===== src/rtl/uart_core_v2.sv =====
// Full-duplex UART core: independent TX serialiser and RX deserialiser sharing one clock.
// The RX input is synchronised and sampled mid-bit. After a frame error RX waits for the line to go high again.
module uart_core_v2 #(
  parameter int CLOCKS_PER_BIT = 417,
  parameter int DATA_BITS      = 8,
  parameter int PARITY_MODE    = 0,
  parameter int STOP_BITS      = 1
) (
  input  logic                 sys_clk,
  input  logic                 sys_rst_n,
  input  logic                 i_tx_dvalid,
  input  logic [DATA_BITS-1:0] i_tx_data,
  output logic                 o_tx_ready,
  output logic                 o_tx_serdata,
  input  logic                 i_rx_serdata,
  output logic                 o_rx_dvalid,
  output logic [DATA_BITS-1:0] o_rx_data,
  output logic                 o_rx_parity_err,
  output logic                 o_rx_frame_err
);

  // state     | meaning
  // IDLE      | TX: line high, ready / RX: waiting for falling edge
  // START     | start bit (RX: half-bit wait to centre sampling)
  // DATA      | payload bits, LSB first
  // PARITY    | parity bit (only when PARITY_MODE != 0)
  // STOP      | STOP_BITS stop bits
  // WAIT_IDLE | RX only: after frame error, wait for line high
  localparam logic [15:0] BIT_LAST  = 16'(CLOCKS_PER_BIT - 1);
  localparam logic [15:0] HALF_LAST = 16'(CLOCKS_PER_BIT / 2 - 1);
  localparam logic [2:0]  DATA_LAST = 3'(DATA_BITS - 1);
  localparam logic [2:0]  STOP_LAST = 3'(STOP_BITS - 1);
  localparam logic        HAS_PAR   = 1'(PARITY_MODE != 0);
  localparam logic        PAR_ODD   = 1'(PARITY_MODE == 2);

  typedef enum logic [2:0] {TX_IDLE, TX_START, TX_DATA, TX_PARITY, TX_STOP} tx_state_e;
  typedef enum logic [2:0] {RX_IDLE, RX_START, RX_DATA, RX_PARITY, RX_STOP, RX_WAIT_IDLE} rx_state_e;

  tx_state_e            tx_state_q, tx_state_d;
  logic [15:0]          tx_cnt_q, tx_cnt_d;
  logic [2:0]           tx_bit_q, tx_bit_d;
  logic [DATA_BITS-1:0] tx_sh_q, tx_sh_d;
  logic                 tx_par_q, tx_par_d;
  logic                 tx_ser_q, tx_ser_d;
  logic                 tx_ready_q, tx_ready_d;
  logic                 tx_done;

  always_comb begin
    tx_state_d = tx_state_q;
    tx_cnt_d   = tx_cnt_q;
    tx_bit_d   = tx_bit_q;
    tx_sh_d    = tx_sh_q;
    tx_par_d   = tx_par_q;
    tx_ser_d   = tx_ser_q;
    tx_done    = (tx_cnt_q == 16'd0);
    if (tx_state_q != TX_IDLE) tx_cnt_d = tx_done ? BIT_LAST : tx_cnt_q - 16'd1;
    case (tx_state_q)
      TX_IDLE: begin
        if (i_tx_dvalid) begin
          tx_state_d = TX_START;
          tx_cnt_d   = BIT_LAST;
          tx_sh_d    = i_tx_data;
          tx_par_d   = (^i_tx_data) ^ PAR_ODD;
          tx_ser_d   = 1'b0;
        end
      end
      TX_START: begin
        if (tx_done) begin
          tx_state_d = TX_DATA;
          tx_bit_d   = 3'd0;
          tx_ser_d   = tx_sh_q[0];
          tx_sh_d    = {1'b0, tx_sh_q[DATA_BITS-1:1]};
        end
      end
      TX_DATA: begin
        if (tx_done) begin
          if (tx_bit_q == DATA_LAST) begin
            tx_bit_d = 3'd0;
            if (HAS_PAR) begin
              tx_state_d = TX_PARITY;
              tx_ser_d   = tx_par_q;
            end else begin
              tx_state_d = TX_STOP;
              tx_ser_d   = 1'b1;
            end
          end else begin
            tx_bit_d = tx_bit_q + 3'd1;
            tx_ser_d = tx_sh_q[0];
            tx_sh_d  = {1'b0, tx_sh_q[DATA_BITS-1:1]};
          end
        end
      end
      TX_PARITY: begin
        if (tx_done) begin
          tx_state_d = TX_STOP;
          tx_bit_d   = 3'd0;
          tx_ser_d   = 1'b1;
        end
      end
      TX_STOP: begin
        if (tx_done) begin
          if (tx_bit_q == STOP_LAST) begin
            tx_state_d = TX_IDLE;
            tx_cnt_d   = 16'd0;
            tx_bit_d   = 3'd0;
          end else begin
            tx_bit_d = tx_bit_q + 3'd1;
          end
        end
      end
      default: tx_state_d = TX_IDLE;
    endcase
    tx_ready_d = (tx_state_d == TX_IDLE);
  end

  always_ff @(posedge sys_clk or negedge sys_rst_n) begin
    if (!sys_rst_n) begin
      tx_state_q <= TX_IDLE;
      tx_cnt_q   <= 16'd0;
      tx_bit_q   <= 3'd0;
      tx_sh_q    <= '0;
      tx_par_q   <= 1'b0;
      tx_ser_q   <= 1'b1;
      tx_ready_q <= 1'b1;
    end else begin
      tx_state_q <= tx_state_d;
      tx_cnt_q   <= tx_cnt_d;
      tx_bit_q   <= tx_bit_d;
      tx_sh_q    <= tx_sh_d;
      tx_par_q   <= tx_par_d;
      tx_ser_q   <= tx_ser_d;
      tx_ready_q <= tx_ready_d;
    end
  end

  assign o_tx_ready   = tx_ready_q;
  assign o_tx_serdata = tx_ser_q;

  // sync1/sync2 form the synchroniser; prev_q only feeds edge detection
  logic sync1_q, sync2_q, prev_q;
  logic rx_bit, rx_fall;

  rx_state_e            rx_state_q, rx_state_d;
  logic [15:0]          rx_cnt_q, rx_cnt_d;
  logic [2:0]           rx_bit_q, rx_bit_d;
  logic [DATA_BITS-1:0] rx_sh_q, rx_sh_d;
  logic                 perr_pend_q, perr_pend_d;
  logic                 ferr_pend_q, ferr_pend_d;
  logic                 rx_dvalid_q, rx_dvalid_d;
  logic [DATA_BITS-1:0] rx_data_q, rx_data_d;
  logic                 rx_perr_q, rx_perr_d;
  logic                 rx_ferr_q, rx_ferr_d;
  logic                 rx_done, ferr_now;

  assign rx_bit  = sync2_q;
  assign rx_fall = prev_q & ~sync2_q;

  always_comb begin
    rx_state_d  = rx_state_q;
    rx_cnt_d    = rx_cnt_q;
    rx_bit_d    = rx_bit_q;
    rx_sh_d     = rx_sh_q;
    perr_pend_d = perr_pend_q;
    ferr_pend_d = ferr_pend_q;
    rx_dvalid_d = 1'b0;
    rx_data_d   = rx_data_q;
    rx_perr_d   = rx_perr_q;
    rx_ferr_d   = rx_ferr_q;
    rx_done     = (rx_cnt_q == 16'd0);
    ferr_now    = ferr_pend_q | ~rx_bit;
    if (rx_state_q != RX_IDLE && rx_state_q != RX_WAIT_IDLE)
      rx_cnt_d = rx_done ? BIT_LAST : rx_cnt_q - 16'd1;
    case (rx_state_q)
      RX_IDLE: begin
        if (rx_fall) begin
          rx_state_d  = RX_START;
          rx_cnt_d    = HALF_LAST;
          perr_pend_d = 1'b0;
          ferr_pend_d = 1'b0;
        end
      end
      RX_START: begin
        if (rx_done) begin
          if (rx_bit) begin
            rx_state_d = RX_IDLE;
            rx_cnt_d   = 16'd0;
          end else begin
            rx_state_d = RX_DATA;
            rx_bit_d   = 3'd0;
          end
        end
      end
      RX_DATA: begin
        if (rx_done) begin
          rx_sh_d = {rx_bit, rx_sh_q[DATA_BITS-1:1]};
          if (rx_bit_q == DATA_LAST) begin
            rx_bit_d   = 3'd0;
            rx_state_d = HAS_PAR ? RX_PARITY : RX_STOP;
          end else begin
            rx_bit_d = rx_bit_q + 3'd1;
          end
        end
      end
      RX_PARITY: begin
        if (rx_done) begin
          perr_pend_d = rx_bit ^ (^rx_sh_q) ^ PAR_ODD;
          rx_state_d  = RX_STOP;
          rx_bit_d    = 3'd0;
        end
      end
      RX_STOP: begin
        if (rx_done) begin
          if (rx_bit_q == STOP_LAST) begin
            rx_dvalid_d = 1'b1;
            rx_data_d   = rx_sh_q;
            rx_perr_d   = perr_pend_q;
            rx_ferr_d   = ferr_now;
            rx_state_d  = ferr_now ? RX_WAIT_IDLE : RX_IDLE;
            rx_cnt_d    = 16'd0;
            rx_bit_d    = 3'd0;
          end else begin
            ferr_pend_d = ferr_now;
            rx_bit_d    = rx_bit_q + 3'd1;
          end
        end
      end
      RX_WAIT_IDLE: begin
        if (rx_bit) rx_state_d = RX_IDLE;
      end
      default: rx_state_d = RX_IDLE;
    endcase
  end

  always_ff @(posedge sys_clk or negedge sys_rst_n) begin
    if (!sys_rst_n) begin
      sync1_q     <= 1'b1;
      sync2_q     <= 1'b1;
      prev_q      <= 1'b1;
      rx_state_q  <= RX_IDLE;
      rx_cnt_q    <= 16'd0;
      rx_bit_q    <= 3'd0;
      rx_sh_q     <= '0;
      perr_pend_q <= 1'b0;
      ferr_pend_q <= 1'b0;
      rx_dvalid_q <= 1'b0;
      rx_data_q   <= '0;
      rx_perr_q   <= 1'b0;
      rx_ferr_q   <= 1'b0;
    end else begin
      sync1_q     <= i_rx_serdata;
      sync2_q     <= sync1_q;
      prev_q      <= sync2_q;
      rx_state_q  <= rx_state_d;
      rx_cnt_q    <= rx_cnt_d;
      rx_bit_q    <= rx_bit_d;
      rx_sh_q     <= rx_sh_d;
      perr_pend_q <= perr_pend_d;
      ferr_pend_q <= ferr_pend_d;
      rx_dvalid_q <= rx_dvalid_d;
      rx_data_q   <= rx_data_d;
      rx_perr_q   <= rx_perr_d;
      rx_ferr_q   <= rx_ferr_d;
    end
  end

  assign o_rx_dvalid     = rx_dvalid_q;
  assign o_rx_data       = rx_data_q;
  assign o_rx_parity_err = rx_perr_q;
  assign o_rx_frame_err  = rx_ferr_q;

endmodule


===== config.mk =====
export PLATFORM = sky130hd
export DESIGN_NAME = uart_core_v2
export DESIGN_NICKNAME = d
export VERILOG_FILES = /design/src/rtl/uart_core_v2.sv
export SDC_FILE = /design/constraint.sdc
export NUM_CORES = 1
export LEC_CHECK = 0
export BUFFER_PORTS_ARGS = -buffer_cell sky130_fd_sc_hd__buf_4
export CAP_MARGIN = 30
export CORE_ASPECT_RATIO = 1.2
export CORE_MARGIN = 10
export CORE_UTILIZATION = 59
export CTS_CLUSTER_DIAMETER = 80
export DETAILED_ROUTE_END_ITERATION = 16
export PLACE_DENSITY = 0.81
export SLEW_MARGIN = 10
export SYNTH_ARGS = -nofsm -noshare
export SYNTH_HDL_FRONTEND = slang
export SYNTH_SLANG_ARGS = --single-unit

===== constraint.sdc =====
create_clock -name sys_clk -period 3.8 [get_ports sys_clk]
set_input_delay 1.14 -clock sys_clk [delete_from_list [all_inputs] [get_ports sys_clk]]
set_output_delay 1.14 -clock sys_clk [all_outputs]
set_load 0.005 [all_outputs]

==> reports/qor.yml <==
logic_synthesis:
  async_flop_share_pct: 100
  syn-num-nets: 416
  yosysWarningCount: 0
  synth_area_mm2: 0.00405
  synthTopCellsByCount: "dfrtp_1 (73), nor2_1 (43), nand2_1 (27)"
  synth_top_area_share_pct: 45.1
  ys_ff_latch: 78
  synthCells: 395
  ys_seq_area_share_pct: 48.4
  synth_most_common_cell: "dfrtp_1"
  ys.flop_type: "dfrtp_1"
  ys_types: 55
  yosys-top-cells-area: "dfrtp_1 (45%), nor2_1 (4.0%), xnor2_1 (3.9%), mux2_2 (3.6%), dfstp_2 (3.2%)"
  synth-edff-count: 0
  synth_top_area_cell: "dfrtp_1"
  avgSynthCellArea_um2: 10.2
global_route:
  gr-total-overflow: 0
  antenna_found_initial: 0
  grt_pass1_wl_mm: 14.1
  grt_pass1_vias: 3081
  grt_start_max_net_pins: 79
  grt_usage_pct: 16.3
timing:
  period_share_pct: 72.6
  tns_ps: 0
  finClkSkew_ps: 10.4
  relSlewSlack_pct: 50.4
  min_period_ps: 2760
  max_freq_ghz: 0.362
  slew_viol_final: 0
  setup_viol: 0
  hold_viol: 0
  worstMarginPinSlew_ps: 737
  fin_ws_ps: 1040
  whs_ps: 364
  rsz0062_at_grt: "false"
floorplanning:
  core_mm2: 0.00677
  start_util_pct: 59.8
  rows: 33
  die_area_mm2: 0.0106
  die_x_um: 95.6
  fp.dieH_um: 111
  io_pins: 25
setup_path:
  criticalPathCategory: "flop to flop"
  cp_num_buf_inv: 1
  cp_slowest_cell: "or4_1"
  path_cells: "or4_1 > and4b_1 > inv_2 > or3_1 > mux2_4"
  critical_path.top_delay_family: "simple AND/OR/NAND/NOR gates"
  slowest_delay_ps: 640
  cp-start-kind: "flop"
  crit_fanout: 9
  crit_path_end_kind: "flop"
  critPathRequiredTime_ps: 4050
  arrival_ps: 3010
clock_tree:
  cts_max_level: 3
  tritoncts: "yes"
  cts_buffers: 9
  clk_pin_slew_ps: 90
  clkLatencyLatePin_ps: 360
  cts-root-buf: "clkbuf_8"
  cts_hold_buf: 0
  cts_setup_buffers: 0
  cts_buffer_depth: 2
  post_cts_resized: 0
  clock_sinks: 78
outcome:
  outcome: "finished clean"
detailed_routing:
  detail-route-antenna-nets: 0
  wl_mm: 8.19
  initialDrtViolationCount: 147
  wl_per_cell_um: 16.0
  firstDrtPassIters: 4
  drcViolationCount: 0
  num_vias: 3085
  vias_per_cell: 6.01
pwr:
  power_density_mw_per_mm2: 545
  static-leakage-power_nw: 2.04
  vdd_drop_max_mv: 0.405
cells_and_area:
  fin_nets: 442
  antennaDiodeCount: 0
  drive_gt1_share_pct: 18.1
  syn2layout_area_growth_pct: 11.6
flow_run:
  drv_cap: 0
place:
  io_buffers: 24
  gp_congestion: 0.878
  dp_hpwl_mm: 5.56
  pre_cts_slack_ps: 1080
min_path:
  hp-class: "flop to flop"
==> logic make-up after synthesis <==
| kind of cell | synth area share, % |
|---|---|
| AO/OA/AOI/OAI | 13.6 |
| XOR/XNOR | 6.28 |
| adder cells (fa/ha/maj) | 2.78 |
| buffers and inverters | 3.09 |
| flip-flops | 48.4 |
| multiplexers | 7.57 |
| AND/OR/NAND/NOR | 18.3 |
==> flip-flops by register name, indices dropped and copies added (netlist names) <==
register,cells
prev_q,1
rx_state_q,3
rx_sh_q,8
perr_pend_q,1
o_rx_dvalid,1
sync1_q,1
o_rx_data,8
o_tx_ready,1
ferr_pend_q,1
tx_cnt_q,16
o_rx_parity_err,1
tx_state_q,3
o_tx_serdata,1
tx_sh_q,8
rx_bit,1
tx_bit_q,3
rx_cnt_q,16
rx_bit_q,3
o_rx_frame_err,1
==> per-stage QoR <==
step	cell area [um^2]	total power, mW	util [%]	std cells
CTS	4500	2.47	66.4	512
global route	4520	2.62	66.7	513
floorplan	4050	1.65	-	395
finish	4520	2.46	66.7	513
global placement	4290	1.79	63.4	496
detailed placement	4290	1.83	63.4	496
==> layer usage <==
| metal | up-vias | share of wire (%) | GRT usage, % |
|---|---|---|---|
| met2 | 73 | 51 | 26.1 |
| met1 | 1526 | 44 | 20.1 |
| met3 | 10 | 4.0 | 4.54 |
| li1 | 1476 | - | - |
| met5 | - | 0 | 0 |
| met4 | 0 | 1.1 | 6.11 |
==> worst paths after layout <==
path,from,to,slack [ps],cells after the start
setup / recovery,rx_cnt_q[5],rx_sh_q[2],1040,5
hold / removal,sync1_q,rx_bit,360,0
setup reg to reg,rx_cnt_q[5],rx_sh_q[2],1040,5
hold reg to reg,sync1_q,rx_bit,360,0
max in group asynchronous,sys_rst_n,prev_q,2450,2
min in group asynchronous,sys_rst_n,rx_cnt_q[15],720,1
==> cell usage in the layout (no fill, tap or decap), types with 5 or more instances in the layout <==
cell	Yosys	layout
a21oi_1	12	12
a2bb2oi_1	11	11
buf_4	0	27
clkbuf_8	0	9
dfrtp_1	73	73
dfstp_2	5	5
ha_1	9	9
inv_1	15	15
mux2_2	13	13
mux2_4	8	8
nand2_1	27	27
nand2b_1	10	10
nand3_1	11	11
nor2_1	43	43
nor2b_1	6	6
nor3_1	16	16
nor4_1	5	5
o21ai_0	13	13
o22ai_1	11	11
o31ai_1	8	8
or3_1	6	6
xnor2_1	18	18
xor2_1	11	11
==> area by class of cell <==
class                      instances  area [um^2]
fill                             535         2260
clock buffer                       9          124
sequential                        78         1960
multi-input combinational        288         1960
inverter                          16         60.1
tap                               87          109
clock inverter                     7         77.6
timing repair buffer              28          223
==> power by group <==
part           switching, mW  leakage, nW  internal [mW]  total [mW]
Sequential             0.181        0.998           1.01        1.19
Clock                  0.325        0.101          0.311       0.636
Combinational          0.338        0.937          0.299       0.637
No activity file was read; power rests on OpenSTA's default activity.
